## config.mk

```make
export PLATFORM = sky130hd
export DESIGN_NAME = lsu_axi
export DESIGN_NICKNAME = d
export VERILOG_FILES = /design/src/rtl/lsu_pkg.sv /design/src/rtl/lsu_align.sv /design/src/rtl/lsu_axi.sv
export SDC_FILE = /design/constraint.sdc
export NUM_CORES = 1
export LEC_CHECK = 0
export ABC_CLOCK_PERIOD_IN_PS = 5400
export CAP_MARGIN = 5
export CELL_PAD_IN_SITES_DETAIL_PLACEMENT = 1
export CELL_PAD_IN_SITES_GLOBAL_PLACEMENT = 2
export CORE_ASPECT_RATIO = 0.8
export CORE_UTILIZATION = 23
export CTS_BUF_LIST = sky130_fd_sc_hd__clkbuf_2
export DETAILED_ROUTE_END_ITERATION = 7
export MAX_ROUTING_LAYER = met4
export PLACE_DENSITY = 0.95
export RECOVER_POWER = 100
export SLEW_MARGIN = 20
export SYNTH_ARGS = -nofsm -noshare
export SYNTH_HDL_FRONTEND = slang
export SYNTH_SLANG_ARGS = --single-unit
```

## constraint.sdc

```tcl
create_clock -name clk -period 5.4 [get_ports clk]
set_clock_uncertainty 0.2 [all_clocks]
set_input_delay 1.35 -clock clk [delete_from_list [all_inputs] [get_ports clk]]
set_output_delay 1.35 -clock clk [all_outputs]
set_load 0.02 [all_outputs]
```

## src/rtl/lsu_pkg.sv

```systemverilog
// -----------------------------------------------------------------------------
// lsu_pkg
// Shared types and helpers for the AXI-lite load/store unit:
//   lsu_op_e     - request opcode (NONE / LOAD / STORE)
//   lsu_cause_e  - completion status reported with each result
//   lsu_state_e  - master FSM states
//   AXI_RESP_OKAY, and size-to-mask helpers for alignment and byte strobes.
// -----------------------------------------------------------------------------
package lsu_pkg;

    typedef enum logic [1:0] {
        LSU_OP_NONE  = 2'b00,
        LSU_OP_LOAD  = 2'b01,
        LSU_OP_STORE = 2'b10
    } lsu_op_e;

    typedef enum logic [1:0] {
        LSU_CAUSE_OK           = 2'b00,
        LSU_CAUSE_MISALIGN     = 2'b01,
        LSU_CAUSE_ILLEGAL_SIZE = 2'b10,
        LSU_CAUSE_BUS          = 2'b11
    } lsu_cause_e;

    typedef enum logic [2:0] {
        ST_IDLE = 3'd0,
        ST_AR   = 3'd1,
        ST_R    = 3'd2,
        ST_AW_W = 3'd3,
        ST_B    = 3'd4,
        ST_DONE = 3'd5
    } lsu_state_e;

    localparam logic [1:0] AXI_RESP_OKAY = 2'b00;

    // Low address bits that must be zero for an access of 1<<size bytes.
    function automatic logic [2:0] size_to_amask(input logic [1:0] size);
        case (size)
            2'd0:    return 3'b000;
            2'd1:    return 3'b001;
            2'd2:    return 3'b011;
            2'd3:    return 3'b111;
            default: return 3'b111;
        endcase
    endfunction

    // Right-aligned byte-enable pattern for an access of 1<<size bytes.
    function automatic logic [7:0] size_to_strb(input logic [1:0] size);
        case (size)
            2'd0:    return 8'h01;
            2'd1:    return 8'h03;
            2'd2:    return 8'h0F;
            2'd3:    return 8'hFF;
            default: return 8'hFF;
        endcase
    endfunction

endpackage

```

## src/rtl/lsu_align.sv

```systemverilog
// -----------------------------------------------------------------------------
// lsu_align
// Combinational lane logic for one access.
//   addr_i/size_i    - byte address and log2 byte count
//   unsigned_i       - zero-extend loads instead of sign-extend
//   wdata_i/rdata_i  - right-aligned store data / raw bus read data
//   misalign_o       - address not naturally aligned to size
//   addr_o           - address aligned down to size
//   wstrb_o/wdata_o  - byte strobes and store data shifted onto their lanes
//   rdata_o          - load data extracted from its lanes and extended
// Lane offset is taken from the aligned address, so a force-aligned access
// uses the same lanes it is issued on.
// -----------------------------------------------------------------------------
module lsu_align
    import lsu_pkg::*;
#(
    parameter int unsigned XLEN = 32
) (
    input  logic [XLEN-1:0]   addr_i,
    input  logic [1:0]        size_i,
    input  logic              unsigned_i,
    input  logic [XLEN-1:0]   wdata_i,
    input  logic [XLEN-1:0]   rdata_i,
    output logic              misalign_o,
    output logic [XLEN-1:0]   addr_o,
    output logic [XLEN/8-1:0] wstrb_o,
    output logic [XLEN-1:0]   wdata_o,
    output logic [XLEN-1:0]   rdata_o
);

    localparam int unsigned STRBW = XLEN / 8;
    localparam int unsigned OFFW  = $clog2(STRBW);

    logic [2:0]      amask_s;
    logic [OFFW-1:0] off_s;
    logic [XLEN-1:0] shifted_s;
    logic [XLEN-1:0] one_s;
    logic [XLEN-1:0] keep_s;
    logic [6:0]      nbits_s;
    logic            sign_s;

    assign amask_s    = size_to_amask(size_i);
    assign misalign_o = |(addr_i[2:0] & amask_s);
    assign addr_o     = addr_i & ~{{(XLEN-3){1'b0}}, amask_s};
    assign off_s      = addr_o[OFFW-1:0];

    assign wstrb_o = STRBW'(size_to_strb(size_i)) << off_s;
    assign wdata_o = wdata_i << {off_s, 3'b000};

    // keep_s masks the loaded bytes; shifting by a full XLEN wraps to all-ones,
    // which covers the full-width access without a special case.
    assign shifted_s = rdata_i >> {off_s, 3'b000};
    assign nbits_s   = 7'd8 << size_i;
    assign one_s     = {{(XLEN-1){1'b0}}, 1'b1};
    assign keep_s    = (one_s << nbits_s) - one_s;
    // keep_s ^ (keep_s >> 1) isolates the top loaded bit, i.e. the sign bit.
    assign sign_s    = ~unsigned_i & (|(shifted_s & (keep_s ^ (keep_s >> 1'b1))));
    assign rdata_o   = (shifted_s & keep_s) | ({XLEN{sign_s}} & ~keep_s);

endmodule

```

## src/rtl/lsu_axi.sv

```systemverilog
// -----------------------------------------------------------------------------
// lsu_axi
// Registered load/store unit with an AXI-lite master, one access in flight.
//   clk/rst              - clock, synchronous active-high reset
//   in_*                 - request from EX (valid/ready)
//   out_*                - result to WB (valid/ready), data, error and cause
//   ar*/r*/aw*/w*/b*     - AXI-lite master channels
// Faulting (misaligned / illegal size) and NONE requests complete without bus
// traffic. AXI outputs come only from the request register and state.
// -----------------------------------------------------------------------------
module lsu_axi
    import lsu_pkg::*;
#(
    parameter int unsigned XLEN          = 32,
    parameter int unsigned AXI_ADDR_W    = 32,
    parameter bit          MISALIGN_TRAP = 1'b1
) (
    input  logic                  clk,
    input  logic                  rst,
    input  logic                  in_valid,
    output logic                  in_ready,
    input  logic [1:0]            in_op,
    input  logic [1:0]            in_size,
    input  logic                  in_unsigned,
    input  logic [XLEN-1:0]       in_addr,
    input  logic [XLEN-1:0]       in_wdata,
    input  logic [XLEN-1:0]       in_wb_data,
    output logic                  out_valid,
    input  logic                  out_ready,
    output logic [XLEN-1:0]       out_data,
    output logic                  out_err,
    output logic [1:0]            out_cause,
    output logic [AXI_ADDR_W-1:0] araddr,
    output logic                  arvalid,
    input  logic                  arready,
    input  logic [XLEN-1:0]       rdata,
    input  logic [1:0]            rresp,
    input  logic                  rvalid,
    output logic                  rready,
    output logic [AXI_ADDR_W-1:0] awaddr,
    output logic                  awvalid,
    input  logic                  awready,
    output logic [XLEN-1:0]       wdata,
    output logic [XLEN/8-1:0]     wstrb,
    output logic                  wvalid,
    input  logic                  wready,
    input  logic [1:0]            bresp,
    input  logic                  bvalid,
    output logic                  bready
);

    localparam int unsigned STRBW   = XLEN / 8;
    localparam bit          SIZE3_OK = (XLEN == 64);

    lsu_state_e        state_q, state_d;
    logic [1:0]        size_q, size_d;
    logic              uns_q, uns_d;
    logic [XLEN-1:0]   addr_q, addr_d;
    logic [XLEN-1:0]   wdata_q, wdata_d;
    logic [STRBW-1:0]  wstrb_q, wstrb_d;
    logic              aw_done_q, aw_done_d;
    logic              w_done_q, w_done_d;
    logic [XLEN-1:0]   out_data_q, out_data_d;
    logic              out_err_q, out_err_d;
    lsu_cause_e        out_cause_q, out_cause_d;

    logic              idle_s;
    logic [XLEN-1:0]   al_addr_in_s;
    logic [1:0]        al_size_in_s;
    logic              al_uns_in_s;
    logic              al_misalign_s;
    logic [XLEN-1:0]   al_addr_s;
    logic [STRBW-1:0]  al_wstrb_s;
    logic [XLEN-1:0]   al_wdata_s;
    logic [XLEN-1:0]   al_rdata_s;
    logic              mem_op_s;
    logic              illegal_s;
    logic              trap_s;

    // In IDLE the aligner evaluates the incoming request (fault check and
    // lane shifting for capture); afterwards it serves the held request.
    assign idle_s       = (state_q == ST_IDLE);
    assign al_addr_in_s = idle_s ? in_addr     : addr_q;
    assign al_size_in_s = idle_s ? in_size     : size_q;
    assign al_uns_in_s  = idle_s ? in_unsigned : uns_q;

    lsu_align #(
        .XLEN (XLEN)
    ) u_align (
        .addr_i     (al_addr_in_s),
        .size_i     (al_size_in_s),
        .unsigned_i (al_uns_in_s),
        .wdata_i    (in_wdata),
        .rdata_i    (rdata),
        .misalign_o (al_misalign_s),
        .addr_o     (al_addr_s),
        .wstrb_o    (al_wstrb_s),
        .wdata_o    (al_wdata_s),
        .rdata_o    (al_rdata_s)
    );

    assign mem_op_s  = (in_op == LSU_OP_LOAD) || (in_op == LSU_OP_STORE);
    assign illegal_s = (in_size == 2'd3) && !SIZE3_OK;
    assign trap_s    = al_misalign_s && MISALIGN_TRAP;

    // Next-state and register-update logic for the access FSM.
    always_comb begin
        state_d     = state_q;
        size_d      = size_q;
        uns_d       = uns_q;
        addr_d      = addr_q;
        wdata_d     = wdata_q;
        wstrb_d     = wstrb_q;
        aw_done_d   = aw_done_q;
        w_done_d    = w_done_q;
        out_data_d  = out_data_q;
        out_err_d   = out_err_q;
        out_cause_d = out_cause_q;
        case (state_q)
            ST_IDLE: begin
                if (in_valid) begin
                    size_d      = in_size;
                    uns_d       = in_unsigned;
                    addr_d      = al_addr_s;
                    wdata_d     = al_wdata_s;
                    wstrb_d     = al_wstrb_s;
                    aw_done_d   = 1'b0;
                    w_done_d    = 1'b0;
                    out_data_d  = {XLEN{1'b0}};
                    out_err_d   = 1'b0;
                    out_cause_d = LSU_CAUSE_OK;
                    if (!mem_op_s) begin
                        out_data_d = in_wb_data;
                        state_d    = ST_DONE;
                    end else if (illegal_s) begin
                        out_err_d   = 1'b1;
                        out_cause_d = LSU_CAUSE_ILLEGAL_SIZE;
                        state_d     = ST_DONE;
                    end else if (trap_s) begin
                        out_err_d   = 1'b1;
                        out_cause_d = LSU_CAUSE_MISALIGN;
                        state_d     = ST_DONE;
                    end else if (in_op == LSU_OP_LOAD) begin
                        state_d = ST_AR;
                    end else begin
                        state_d = ST_AW_W;
                    end
                end else begin
                    state_d = ST_IDLE;
                end
            end
            ST_AR: begin
                if (arready) begin
                    state_d = ST_R;
                end else begin
                    state_d = ST_AR;
                end
            end
            ST_R: begin
                if (rvalid) begin
                    out_data_d = al_rdata_s;
                    if (rresp != AXI_RESP_OKAY) begin
                        out_err_d   = 1'b1;
                        out_cause_d = LSU_CAUSE_BUS;
                    end else begin
                        out_err_d   = 1'b0;
                        out_cause_d = LSU_CAUSE_OK;
                    end
                    state_d = ST_DONE;
                end else begin
                    state_d = ST_R;
                end
            end
            ST_AW_W: begin
                aw_done_d = aw_done_q | awready;
                w_done_d  = w_done_q | wready;
                if (aw_done_d && w_done_d) begin
                    state_d = ST_B;
                end else begin
                    state_d = ST_AW_W;
                end
            end
            ST_B: begin
                if (bvalid) begin
                    out_data_d = {XLEN{1'b0}};
                    if (bresp != AXI_RESP_OKAY) begin
                        out_err_d   = 1'b1;
                        out_cause_d = LSU_CAUSE_BUS;
                    end else begin
                        out_err_d   = 1'b0;
                        out_cause_d = LSU_CAUSE_OK;
                    end
                    state_d = ST_DONE;
                end else begin
                    state_d = ST_B;
                end
            end
            ST_DONE: begin
                if (out_ready) begin
                    state_d = ST_IDLE;
                end else begin
                    state_d = ST_DONE;
                end
            end
            default: begin
                state_d = ST_IDLE;
            end
        endcase
    end

    // State, request and result registers with synchronous reset.
    always_ff @(posedge clk) begin
        if (rst) begin
            state_q     <= ST_IDLE;
            size_q      <= 2'd0;
            uns_q       <= 1'b0;
            addr_q      <= {XLEN{1'b0}};
            wdata_q     <= {XLEN{1'b0}};
            wstrb_q     <= {STRBW{1'b0}};
            aw_done_q   <= 1'b0;
            w_done_q    <= 1'b0;
            out_data_q  <= {XLEN{1'b0}};
            out_err_q   <= 1'b0;
            out_cause_q <= LSU_CAUSE_OK;
        end else begin
            state_q     <= state_d;
            size_q      <= size_d;
            uns_q       <= uns_d;
            addr_q      <= addr_d;
            wdata_q     <= wdata_d;
            wstrb_q     <= wstrb_d;
            aw_done_q   <= aw_done_d;
            w_done_q    <= w_done_d;
            out_data_q  <= out_data_d;
            out_err_q   <= out_err_d;
            out_cause_q <= out_cause_d;
        end
    end

    assign in_ready  = idle_s;
    assign out_valid = (state_q == ST_DONE);
    assign out_data  = out_data_q;
    assign out_err   = out_err_q;
    assign out_cause = out_cause_q;

    assign araddr  = addr_q[AXI_ADDR_W-1:0];
    assign arvalid = (state_q == ST_AR);
    assign rready  = (state_q == ST_R);
    assign awaddr  = addr_q[AXI_ADDR_W-1:0];
    // Each channel's VALID drops once its own handshake is recorded.
    assign awvalid = (state_q == ST_AW_W) && !aw_done_q;
    assign wvalid  = (state_q == ST_AW_W) && !w_done_q;
    assign wdata   = wdata_q;
    assign wstrb   = wstrb_q;
    assign bready  = (state_q == ST_B);

endmodule

```

### After elaboration in Yosys (flattened, before gate mapping)

Index checks and enable logic that the tools add are counted.

* output and inout port bits: 142
* flip-flop bits (word level): 111
* word-level logic and storage cells: 103

* equality and inequality tests: 14
* shift-type cells: 5
* bitwise operators: 13
* $add $sub $neg: 1
* reduce and logical (&&, ||, !) cells: 17
* mux-type cells: 42

Operators by type and width (number)
* $mux W32: 5
* $and A32 B32 Y32: 4
* $pmux W32 S3: 1
* $not A3 Y32: 1
* $not A32 Y32: 1
* $or A32 B32 Y32: 1
* $reduce_or A32 Y1: 1
* $shl A1 B7 Y32 const A: 1
* $shl A32 B5 Y32: 1
* $shr A32 B5 Y32: 1
* $sub A32 B1 Y32 const B: 1
* $xor A32 B31 Y32: 1
* $mux W3: 7
* $mux W2: 10
* $pmux W3 S6: 1
* $pmux W4 S4: 1
* $mux W1: 12
* $pmux W3 S4: 1
* $eq A2 B2 Y1 const B: 4
* $shl A4 B2 Y7 const A: 1
* $eq A3 B2 Y1 const B: 2
* $eq A3 B3 Y1 const B: 2
* $ne A2 B2 Y1 const B: 3
* $pmux W2 S3: 1
* other kinds (19): 28

### Longest topological paths before layout

Gate-level depths: netlist (run 1).

* word-level depth: 14
* gate-level depth with buffers: 9

### Hierarchy

Synthesis (run 1) repeated with hierarchy kept, for this count alone.

* cell total of the unflattened synthesis: 835
* area total of the unflattened synthesis: 6781.5 µm²

By module, submodules not included
* lsu_axi: area an instance 5313.8 µm², cells an instance 600, times used 1
* lsu_align: area an instance 1467.7 µm², cells an instance 235, times used 1

### Worst setup path before layout (run 1)

No wires, ideal clock.

* kind: input to register
* start: input port in_size[1]
* end: register out_data_q[4] (netlist: out_data[4])
* required time: 5.068 ns
* library setup time: 0.132 ns
* arrival time: 3.107 ns
* slack: 1.961 ns
* buffers on the path: 2
* stages on the path: 7
* cells stage by stage: clkbuf_1 -> nor3b_1 -> mux2i_1 -> buf_2 -> mux4_2 -> a221oi_1 -> nor3_1

* longest elaborated chain between the ends: 13
* elaborated cells between the ends (all ways): 22

RTL lines
* start: declaration: RTL line lsu_axi.sv:23 `input logic [1:0] in_size,`
* $mux W2 *: RTL line lsu_axi.sv:84 `assign al_size_in_s = idle_s ? in_size : size_q;`
* branches (longest 9 deep; another with $sub A32 B1 Y32)
* $or A32 B32 Y32 *: RTL line lsu_align.sv:58 `assign rdata_o = (shifted_s & keep_s) | ({XLEN{sign_s}} & ~keep_s);`
* $mux W32 *: RTL line lsu_axi.sv:160 `if (rvalid) begin`
* $pmux W32 S3 *: RTL line lsu_axi.sv:119 `case (state_q)`
* end signal: assignment: RTL line lsu_axi.sv:222 `out_data_q <= {XLEN{1'b0}};`
* end signal: assignment: RTL line lsu_axi.sv:234 `out_data_q <= out_data_d;`
* end: declaration: RTL line lsu_axi.sv:63 `logic [XLEN-1:0] out_data_q, out_data_d;`

Mark *: on every way between the ends. The select of a mux whose other input is x is not followed.
A chain may end at the register's enable or synchronous reset.

### Worst setup path in the final report (run 1)

* start: input port in_size[0]
* end: register out_data_q[11] (netlist: out_data[11])

The elaborated chain is that of the path after synthesis.

==> reports/results.md, run 1 <==
| Result | Reported |
|:---|:---|
| Horizontal extent of the die | 177 um |
| 1st-pass router iterations | 4 |
| TritonCTS clock tree | built |
| Power density relative to cell area | 396 nW/um2 |
| Height of the chip | 142 um |
| Main combinational cell family by area after synthesis | simple AND/OR/NAND/NOR gates |
| Mean area per synthesized cell | 7.66 um2 |
| Count of final hold-check violations | 0 |
| Detailed-route via count | 6134 |
| Post-CTS setup repair buffer count | 0 |
| Wire length of the first global-routing pass | 36000 um |
| Detailed-placement wirelength estimate | 17900 um |
| CTS Sinks | 111 |
| Leading cell types by count after synthesis | 152 x nand2_1, 111 x dfxtp_1, 97 x a21oi_1, 85 x nor2_1, 40 x clkbuf_1 |
| Mean number of vias per cell | 4.81 |
| Routability congestion estimate from global placement | 0.807 |
| Residual antenna-violating net count after detailed routing | 0 |
| Pin count of the biggest net entering global routing | 74 |
| Die Outline Area | 25100 um2 |
| Boundary Pins | 288 |
| Fraction of the core area covered by cells at the end of the flow | 0.363 |
| Worst max-slew margin expressed relative to the limit | -0.0808 |
| Share of the synthesized area in the top cell type | 0.395 |
| Total standard cell area after synthesis | 5630 um2 |
| Register bit total from synthesis | 111 |
| Top-count cell post-synth | nand2_1 |
| Accumulated negative setup slack | 0 ns |
| Post-Syn Nets | 882 |
| Post-CTS clock slew at the launch and capture registers of the worst setup and hold paths | 0.29 ns |
| Overall global routing resource usage | 0.191 |
| Critical Path RT | 5.74 ns |
| Nature of the critical path startpoint | primary input |
| Power Internal | 1.83 mW |
| Tightest hold margin | 0.273 ns |
| Number of buffers inserted by hold repair at cts | 0 |
| Vias in the first global route | 6404 |
| Mapped Cells | 735 |
| Area after detailed placement | 8530 um2 |
| Run status | complete, but fails checks |
| Number of buffers inserted by port buffering | 287 |
| Final-report setup violation count | 0 |
| Violated checks | max-capacitance violations, max-slew violations |
| Source-to-sink clock delay at the later pin of the worst-skew pair | 0.63 ns |
| Initial drt markers | 306 |
| Fraction of final layout cells with drive strength greater than 1 | 0.0478 |
| Top cells by area, synth | dfxtp_1 39%, nand2_1 10%, a21oi_1 8.6%, nor2_1 5.7%, buf_4 4.4% |
| Slew of the pin with the lowest slew margin | 1.62 ns |
| Clock network fraction of total power | 0.103 |
| Cell area after layout | 8600 um2 |
| Peak supply drop | 0.148 mV |
| Layout overhead on the synthesized area | 52.8% |
| Reg power frac | 0.334 |
| XOR/XNOR Fraction of Synth Area | 0 |
| Proportion of synthesized area in mux cells | 0.0660 |
| Max Clock Freq | 0.212 GHz |
| Critical path fanouts, max | 35 |
| Switching power summed over all nets | 1.58 mW |
| Number of buffers between clock root and the deepest sink | 2 |
| Simple-gate share of the synthesized area | 0.226 |
| Crit. End Element | flip-flop |
| Dominant synthesized flop cell | dfxtp_1 |
| Data arrival time of the worst path | 5.06 ns |
| Switching share of total power | 0.464 |
| Setup repair after global routing missed its margin | no |
| Combinational power share | 0.563 |
| Type of the setup path with the least slack | in -> reg |
| Number of synthesis warnings | 0 |
| Detailed Route WL | 23500 um |
| Core region area | 23700 um2 |
| Final critical-path share of the clock period | 0.873 |
| Cell type with the highest aggregate area in the netlist | dfxtp_1 |
| Total power draw | 3.41 mW |
| Static Leak | 3.48 nW |
| Number of max-cap violations | 2 |
| Adder-cell area share of the yosys netlist | 0.00222 |
| H-tree levels | 3 |
| Compound-gate portion of the synthesized area | 0.221 |
| Shortest clock period the worst path allows after layout | 4.71 ns |
| Number of clock buffers inserted by TritonCTS | 9 |
| Post-cts resize count | 0 |
| Net total in the final layout | 1104 |
| Remaining design rule violation count | 0 |
| Async S/R FF share, synth | 0 |
| Total congestion overflow after global routing | 0 |
| Per-cell routed wire length | 18.4 um |
| Effective utilization at floorplan | 0.238 |
| Count of final max-slew check failures | 120 |
| Class of the tightest hold or removal check | reg -> reg |
| Row Count | 50 |
| Clk Tree Root Cell | clkbuf_2 |
| Number of library cell types mapped by synthesis | 48 |
| Sequential element share of the synthesized area | 0.395 |
| Number of enable flip-flop cells after synthesis | 0 |
| Antenna violations before repair | 1 |
==> power by group through the flow <==
stage,clock network [mW],logic (mW),registers (mW)
3_3_place_gp,0,1.98,1.16
2_1_floorplan,0,1.03,1.32
6_report,0.352,1.92,1.14
5_1_grt,0.407,2.09,1.17
3_5_place_dp,0,2.01,1.17
4_1_cts,0.380,2.02,1.15
==> registers in the layout, indices dropped and copies added, names as in the netlist <==
register and flops:
wdata 32, size_q 2, state_q 3, out_err 1, uns_q 1, out_cause 2
araddr 32, aw_done_q 1, out_data 32, wstrb 4, w_done_q 1
==> final cells by class <==
type	count	area (um2)
inverters	5	18.8
clock inverters	6	37.5
flip-flops and latches	111	2220
fillers	2840	15100
well taps	312	390
multi-input cells	530	2930
repair buffers	300	2950
diodes	1	2.50
clock buffers	10	50.0
==> cells by family after synthesis <==
group | Yosys count
adder cells (fa/ha/maj) | 1
flip-flops | 111
AO/OA/AOI/OAI | 199
buffers and inverters | 94
AND/OR/NAND/NOR | 303
multiplexers | 27
==> worst max-delay path, cell delays in order <==
cell and delay [ns]:
dlygate4sd3_1 0.53, clkbuf_1 0.22, nor3b_1 0.45, mux2_1 1.12
mux2i_1 0.50, a221oi_1 0.16, o31ai_2 0.52, o21ai_0 0.19
==> stage by stage <==
| step | worst slack (ns) | cells |
|---|---|---|
| detailed placement | 0.841 | 1258 |
| finish | 0.688 | 1275 |
| CTS | 0.855 | 1274 |
| global placement | 0.961 | 1258 |
| floorplan | 1.96 | 735 |
| global route | 0.374 | 1275 |
==> routing by layer <==
metal  vias up  global-route usage  wire length, um
met3        17              0.0617             1770
met5         -                   -                0
li1       2974                   -                -
met4         0              0.0413              259
met2       149               0.311            11400
met1      2994               0.229            10000
==> placed cells by master, fill, tap and decap left out, drive strengths merged, types with 11 or more instances in the layout <==
cell type / n
nand2: 152
dlygate4sd3: 144
clkdlybuf4s50: 142
dfxtp: 111
a21oi: 97
nor2: 85
nand3: 33
o21ai: 28
a22oi: 17
mux2i: 15
clkbuf: 14
a211oi: 11
a221oi: 11
nor3: 11
==> path summary, 6_finish.rpt <==
check,startpoint,end,slack [ns],cells past startpoint
worst max-delay path,in_size[0],out_data[11],0.69,8
worst max register to register,state_q[0],out_data[11],1.09,6
worst min-delay path,wstrb[3],wstrb[3],0.27,2
worst min register to register,wstrb[3],wstrb[3],0.27,2
(Power assumes the default switching activity.)
==> run 2, diff against run 1 <==
--- a/config.mk
+++ b/config.mk
@@ -5,7 +5,6 @@
 export SDC_FILE = /design/constraint.sdc
 export NUM_CORES = 1
 export LEC_CHECK = 0
-export ABC_CLOCK_PERIOD_IN_PS = 5400
 export CAP_MARGIN = 5
 export CELL_PAD_IN_SITES_DETAIL_PLACEMENT = 1
 export CELL_PAD_IN_SITES_GLOBAL_PLACEMENT = 2
==> constraint.sdc (replaced) <==
create_clock -name clk -period 6.08 [get_ports clk]
set_clock_uncertainty 0.2 [all_clocks]
set_input_delay 1.52 -clock clk [delete_from_list [all_inputs] [get_ports clk]]
set_output_delay 1.52 -clock clk [all_outputs]
set_load 0.02 [all_outputs]
==> reports/results.md, run 2 (synthesis gave the netlist of run 1 again) <==
| Result | Reported | vs previous |
|:---|:---|:---|
| Run status | complete, but fails checks |  |
| Violated checks | max-capacitance violations, max-slew violations |  |
| Number of buffers inserted by hold repair at cts | 0 | unchanged |
| Tightest hold margin | 0.268 ns | -0.00498 ns |
| Count of final max-slew check failures | 82 | -32% |
| Detailed-placement wirelength estimate | 18200 um | +1.5% |
| Boundary Pins | 288 | unchanged |
| Number of buffers between clock root and the deepest sink | 2 | unchanged |
| Setup repair after global routing missed its margin | no |  |
| Slew of the pin with the lowest slew margin | 2.14 ns | +0.519 ns |
| Per-cell routed wire length | 18.6 um | +1.3% |
| Number of buffers inserted by port buffering | 287 | unchanged |
| Accumulated negative setup slack | 0 ns | unchanged |
| Cell area after layout | 8630 um2 | +0.28% |
| Net total in the final layout | 1102 | -0.18% |
| Count of final hold-check violations | 0 | unchanged |
| Vias in the first global route | 6326 | -1.2% |
| Final-report setup violation count | 0 | unchanged |
| Critical Path RT | 6.38 ns | +0.64 ns |
| 1st-pass router iterations | 4 | unchanged |
| Series of cell instances along the critical path | dlygate4sd3_1 > nor3b_1 > mux2_1 > mux2i_1 > a221oi_1 > o31ai_1 > o21ai_0 |  |
| Nature of the critical path startpoint | primary input |  |
| Static Leak | 3.49 nW | +0.21% |
| Most common cell after layout, fill and taps aside | nand2_1 |  |
| Effective utilization at floorplan | 0.238 | unchanged |
| Antenna violations before repair | 2 | +1 |
| Power density relative to cell area | 358 nW/um2 | -9.5% |
| CTS Sinks | 111 | unchanged |
| Combinational power share | 0.551 | -0.012 |
| Area after detailed placement | 8520 um2 | -0.18% |
| Crit. End Element | flip-flop |  |
| Master of the slowest instance on the critical path | mux2_1 |  |
| Detailed-route via count | 6184 | +0.82% |
| Core region area | 23700 um2 | unchanged |
| Reg power frac | 0.327 | -0.007 |
| Fraction of final layout cells with drive strength greater than 1 | 0.0449 | -0.00293 |
| Commonest cells after routing, fill and taps aside | 152 x nand2_1, 143 x clkdlybuf4s50_1, 143 x dlygate4sd3_1 |  |
| Class of the tightest hold or removal check | reg -> reg |  |
| Number of clock buffers inserted by TritonCTS | 9 | unchanged |
| Final non-filler cell total | 1272 | -0.24% |
| Post-cts resize count | 0 | unchanged |
| Initial drt markers | 290 | -5.2% |
| Clk Tree Root Cell | clkbuf_2 |  |
| Post-CTS clock slew at the launch and capture registers of the worst setup and hold paths | 0.29 ns | about the same |
| Worst max-slew margin expressed relative to the limit | -0.425 | -0.344 |
| # fillers | 2826 | -0.49% |
| TritonCTS clock tree | built |  |
| Height of the chip | 142 um | unchanged |
| Power Internal | 1.70 mW | -7.0% |
| H-tree levels | 3 | unchanged |
| Remaining design rule violation count | 0 | unchanged |
| Type of the setup path with the least slack | in -> reg |  |
| Layout overhead on the synthesized area | 53.2% |  |
| Shortest clock period the worst path allows after layout | 5.08 ns |  |
| Post-CTS setup repair buffer count | 0 | unchanged |
| Routability congestion estimate from global placement | 0.860 | +6.6% |
| Max Clock Freq | 0.197 GHz |  |
| Overall global routing resource usage | 0.188 | -0.00308 |
| Peak supply drop | 0.142 mV | -4.4% |
| Final critical-path share of the clock period | 0.836 |  |
| Residual antenna-violating net count after detailed routing | 0 | unchanged |
| Horizontal extent of the die | 177 um | unchanged |
| Mean number of vias per cell | 4.86 | +1.1% |
| Switching power summed over all nets | 1.39 mW | -12% |
| Switching share of total power | 0.451 | -0.0133 |
| Number of max-cap violations | 2 | unchanged |
| Critical path fanouts, max | 35 | unchanged |
| Die Outline Area | 25100 um2 | unchanged |
| Wire length of the first global-routing pass | 35300 um | -1.8% |
| Data arrival time of the worst path | 5.38 ns | +0.32 ns |
| Source-to-sink clock delay at the later pin of the worst-skew pair | 0.62 ns | about the same |
| Total congestion overflow after global routing | 0 | unchanged |
| Detailed Route WL | 23700 um | +1.0% |
| Worst stage delay on the critical path | 1.17 ns | +0.05 ns |
| Clock network fraction of total power | 0.122 | +0.019 |
| Row Count | 50 | unchanged |
| Placed Cells incl. Taps | 1256 | -0.16% |
| Pin count of the biggest net entering global routing | 51 | -31% |
==> run 2: stage by stage <==
step / util / setup WS [ns] / power [mW]
global placement: 0.359 / 1.42 / 2.78
global route: 0.364 / 0.858 / 3.30
finish: 0.364 / 0.998 / 3.09
detailed placement: 0.359 / 1.30 / 2.82
floorplan: - / 2.47 / 2.08
CTS: 0.364 / 1.79 / 3.21
==> run 2: worst paths after layout <==
| check | from | to | slack (ns) | depth (start not counted) |
|---|---|---|---|---|
| worst max register to register | state_q[0] | out_data[8] | 1.89 | 7 |
| worst min-delay path | wstrb[2] | wstrb[2] | 0.27 | 2 |
| worst min register to register | wstrb[2] | wstrb[2] | 0.27 | 2 |
| worst max-delay path | in_size[1] | out_data[8] | 1.0 | 7 |
==> run 2: power groups by stage <==
stage / clock network [mW] / logic [mW] / registers, mW
after CTS: 0.399 / 1.79 / 1.02
after floorplan: 0 / 0.910 / 1.17
final: 0.378 / 1.70 / 1.01
after detailed placement: 0 / 1.78 / 1.04
after global routing: 0.422 / 1.84 / 1.04
after global placement: 0 / 1.75 / 1.03
==> run 2: worst max-delay path: cells and delay by family <==
family,cells,cell delay (ns)
buffers and inverters,1,0.68
multiplexers,2,1.65
AO/OA/AOI/OAI,3,1.09
AND/OR/NAND/NOR,1,0.42
==> run 2: per-layer routing <==
layer | GRT usage | vias to the layer above | share of wire
met5 | - | - | 0
met4 | 0.0467 | 0 | 0.016
met3 | 0.0566 | 21 | 0.073
li1 | - | 2973 | -
met2 | 0.316 | 181 | 0.49
met1 | 0.218 | 3009 | 0.43
==> run 2: layout make-up <==
| type | count | area, um2 | area share |
|---|---|---|---|
| repair buffers | 298 | 2950 | 0.341 |
| multi-input cells | 530 | 2930 | 0.339 |
| flip-flops and latches | 111 | 2220 | 0.258 |
| well taps | 312 | 390 | 0.0453 |
| clock inverters | 5 | 75.1 | 0.00870 |
| clock buffers | 9 | 45.0 | 0.00522 |
| inverters | 5 | 18.8 | 0.00218 |
| diodes | 2 | 5.00 | 0.000580 |
==> run 3, diff against run 2 <==
--- a/config.mk
+++ b/config.mk
@@ -9,11 +9,11 @@
 export CELL_PAD_IN_SITES_DETAIL_PLACEMENT = 1
 export CELL_PAD_IN_SITES_GLOBAL_PLACEMENT = 2
 export CORE_ASPECT_RATIO = 0.8
-export CORE_UTILIZATION = 23
+export CORE_UTILIZATION = 21
 export CTS_BUF_LIST = sky130_fd_sc_hd__clkbuf_2
 export DETAILED_ROUTE_END_ITERATION = 7
 export MAX_ROUTING_LAYER = met4
-export PLACE_DENSITY = 0.95
+export PLACE_DENSITY = 0.9
 export RECOVER_POWER = 100
 export SLEW_MARGIN = 20
 export SYNTH_ARGS = -nofsm -noshare
==> constraint.sdc (replaced) <==
create_clock -name clk -period 4.9 [get_ports clk]
set_clock_uncertainty 0.2 [all_clocks]
set_input_delay 1.225 -clock clk [delete_from_list [all_inputs] [get_ports clk]]
set_output_delay 1.225 -clock clk [all_outputs]
set_load 0.02 [all_outputs]
==> reports/results.md, run 3 (synthesis gave the netlist of run 1 again) <==
| Result | Reported | vs previous |
|:---|:---|:---|
| Detailed-placement wirelength estimate | 17800 um | -1.8% |
| Initial drt markers | 256 | -12% |
| Boundary Pins | 288 | unchanged |
| Row Count | 53 | +6.0% |
| Tightest hold margin | 0.275 ns | +0.00754 ns |
| Run status | complete, but fails checks |  |
| Number of clock buffers inserted by TritonCTS | 9 | unchanged |
| Total power draw | 3.88 mW | +25% |
| Power density relative to cell area | 445 nW/um2 | +24% |
| Static Leak | 3.52 nW | +1.0% |
| Number of buffers inserted by port buffering | 287 | unchanged |
| Worst max-slew margin expressed relative to the limit | -0.0339 | +0.391 |
| Cell area after layout | 8720 um2 | +1.1% |
| Height of the chip | 148 um | +4.6% |
| Vias in the first global route | 6232 | -1.5% |
| Commonest cells after routing, fill and taps aside | 152 x nand2_1, 143 x clkdlybuf4s50_1, 143 x dlygate4sd3_1 |  |
| Met2 track demand over resource | 0.288 | -0.0288 |
| Final critical-path share of the clock period | 0.889 |  |
| Peak supply drop | 0.144 mV | +1.6% |
| R2R depth | 7 | unchanged |
| Layout overhead on the synthesized area | 54.8% |  |
| Final-report setup violation count | 0 | unchanged |
| Count of final max-slew check failures | 33 | -60% |
| Mean number of vias per cell | 4.64 | -4.5% |
| GR peak layer | met2 |  |
| Source-to-sink clock delay at the later pin of the worst-skew pair | 0.62 ns | about the same |
| Overall global routing resource usage | 0.175 | -0.0134 |
| Data arrival time of the worst path | 4.71 ns | -0.67 ns |
| Most common cell after layout, fill and taps aside | nand2_1 |  |
| Critical path fanouts, max | 12 | -66% |
| Remaining design rule violation count | 0 | unchanged |
| Net total in the final layout | 1107 | +0.45% |
| Class of the tightest hold or removal check | reg -> reg |  |
| 1st-pass router iterations | 4 | unchanged |
| Per-cell routed wire length | 17.8 um | -4.6% |
| Critical Path RT | 5.26 ns | -1.12 ns |
| Number of buffers inserted by hold repair at cts | 0 | unchanged |
| Crit. End Element | flip-flop |  |
| Post-CTS setup repair buffer count | 0 | unchanged |
| Total congestion overflow after global routing | 0 | unchanged |
| Cell count of the worst hold path | 2 | unchanged |
| Shortest clock period the worst path allows after layout | 4.35 ns |  |
| Setup repair after global routing missed its margin | no |  |
| Fraction of met3 tracks used by global routing | 0.0504 | -0.00618 |
| Effective utilization at floorplan | 0.214 | -0.0236 |
| Slew of the pin with the lowest slew margin | 1.55 ns | -0.586 ns |
| Fraction of final layout cells with drive strength greater than 1 | 0.0519 | +0.00698 |
| Detailed-route via count | 6142 | -0.68% |
| Number of buffers between clock root and the deepest sink | 2 | unchanged |
| Type of the setup path with the least slack | in -> reg |  |
| CTS Sinks | 111 | unchanged |
| Detailed Route WL | 23500 um | -0.80% |
| Accumulated negative setup slack | 0 ns | unchanged |
| Die Outline Area | 27500 um2 | +9.4% |
| Core region area | 26300 um2 | +11% |
| Count of final hold-check violations | 0 | unchanged |
| Nature of the critical path startpoint | primary input |  |
| Area after detailed placement | 8620 um2 | +1.1% |
| Number of max-cap violations | 1 | -1 |
| Fraction of the core area covered by cells at the end of the flow | 0.331 | -0.0327 |
| TritonCTS clock tree | built |  |
| Routability congestion estimate from global placement | 0.814 | -5.4% |
| Max Clock Freq | 0.230 GHz |  |
| Post-cts resize count | 0 | unchanged |
| Wire length of the first global-routing pass | 35800 um | +1.4% |
| H-tree levels | 3 | unchanged |
| Residual antenna-violating net count after detailed routing | 0 | unchanged |
| Antenna violations before repair | 2 | unchanged |
| Pin count of the biggest net entering global routing | 64 | +25% |
| Met1 track demand over resource | 0.213 | -0.00481 |
| Violated checks | max-capacitance violations, max-slew violations |  |
| Horizontal extent of the die | 185 um | +4.6% |
| Clk Tree Root Cell | clkbuf_2 |  |
| Post-CTS clock slew at the launch and capture registers of the worst setup and hold paths | 0.34 ns | +0.05 ns |
[run 3: worst paths after layout]
check,slack [ns],start,to
hold / removal,0.28,wdata[3],wdata[3]
setup / recovery,0.55,in_size[1],out_data[29]
hold reg to reg,0.28,wdata[3],wdata[3]
setup reg to reg,0.96,state_q[0],out_data[29]
[run 3: final cells by class]
class                      count  area, um2
clock inverter                 6       91.3
tap                          357        447
timing repair buffer         303       2980
inverter                       5       18.8
fill                        3176      17600
sequential                   111       2220
antenna                        2       5.00
clock buffer                   9       45.0
multi-input combinational    530       2910
[run 3: routing by layer]
layer  up-vias  wire length (um)
met5         -                 0
met4         0               221
met3        14              1700
met2       172             11500
met1      2976             10100
li1       2980                 -
[run 3: power by group]
group	switching (mW)	total, mW	leakage [nW]	internal, mW
clock	0.339	0.510	0.0832	0.172
combinational	1.26	2.11	2.53	0.848
sequential	0.154	1.26	0.909	1.10
[run 3: per-stage QoR]
stage	setup slack (ns)	cells
2_1_floorplan	1.59	735
3_3_place_gp	0.653	1306
3_5_place_dp	0.450	1306
4_1_cts	0.883	1321
5_1_grt	0.351	1323
6_report	0.546	1323
[run 3: critical path, stage by stage]
cell           delay, ns
dlygate4sd3_1       0.71
nor3b_1             0.46
mux2_1              0.53
mux2i_1             0.22
a221oi_1            1.05
o21ai_2             0.28
o21ai_0             0.24
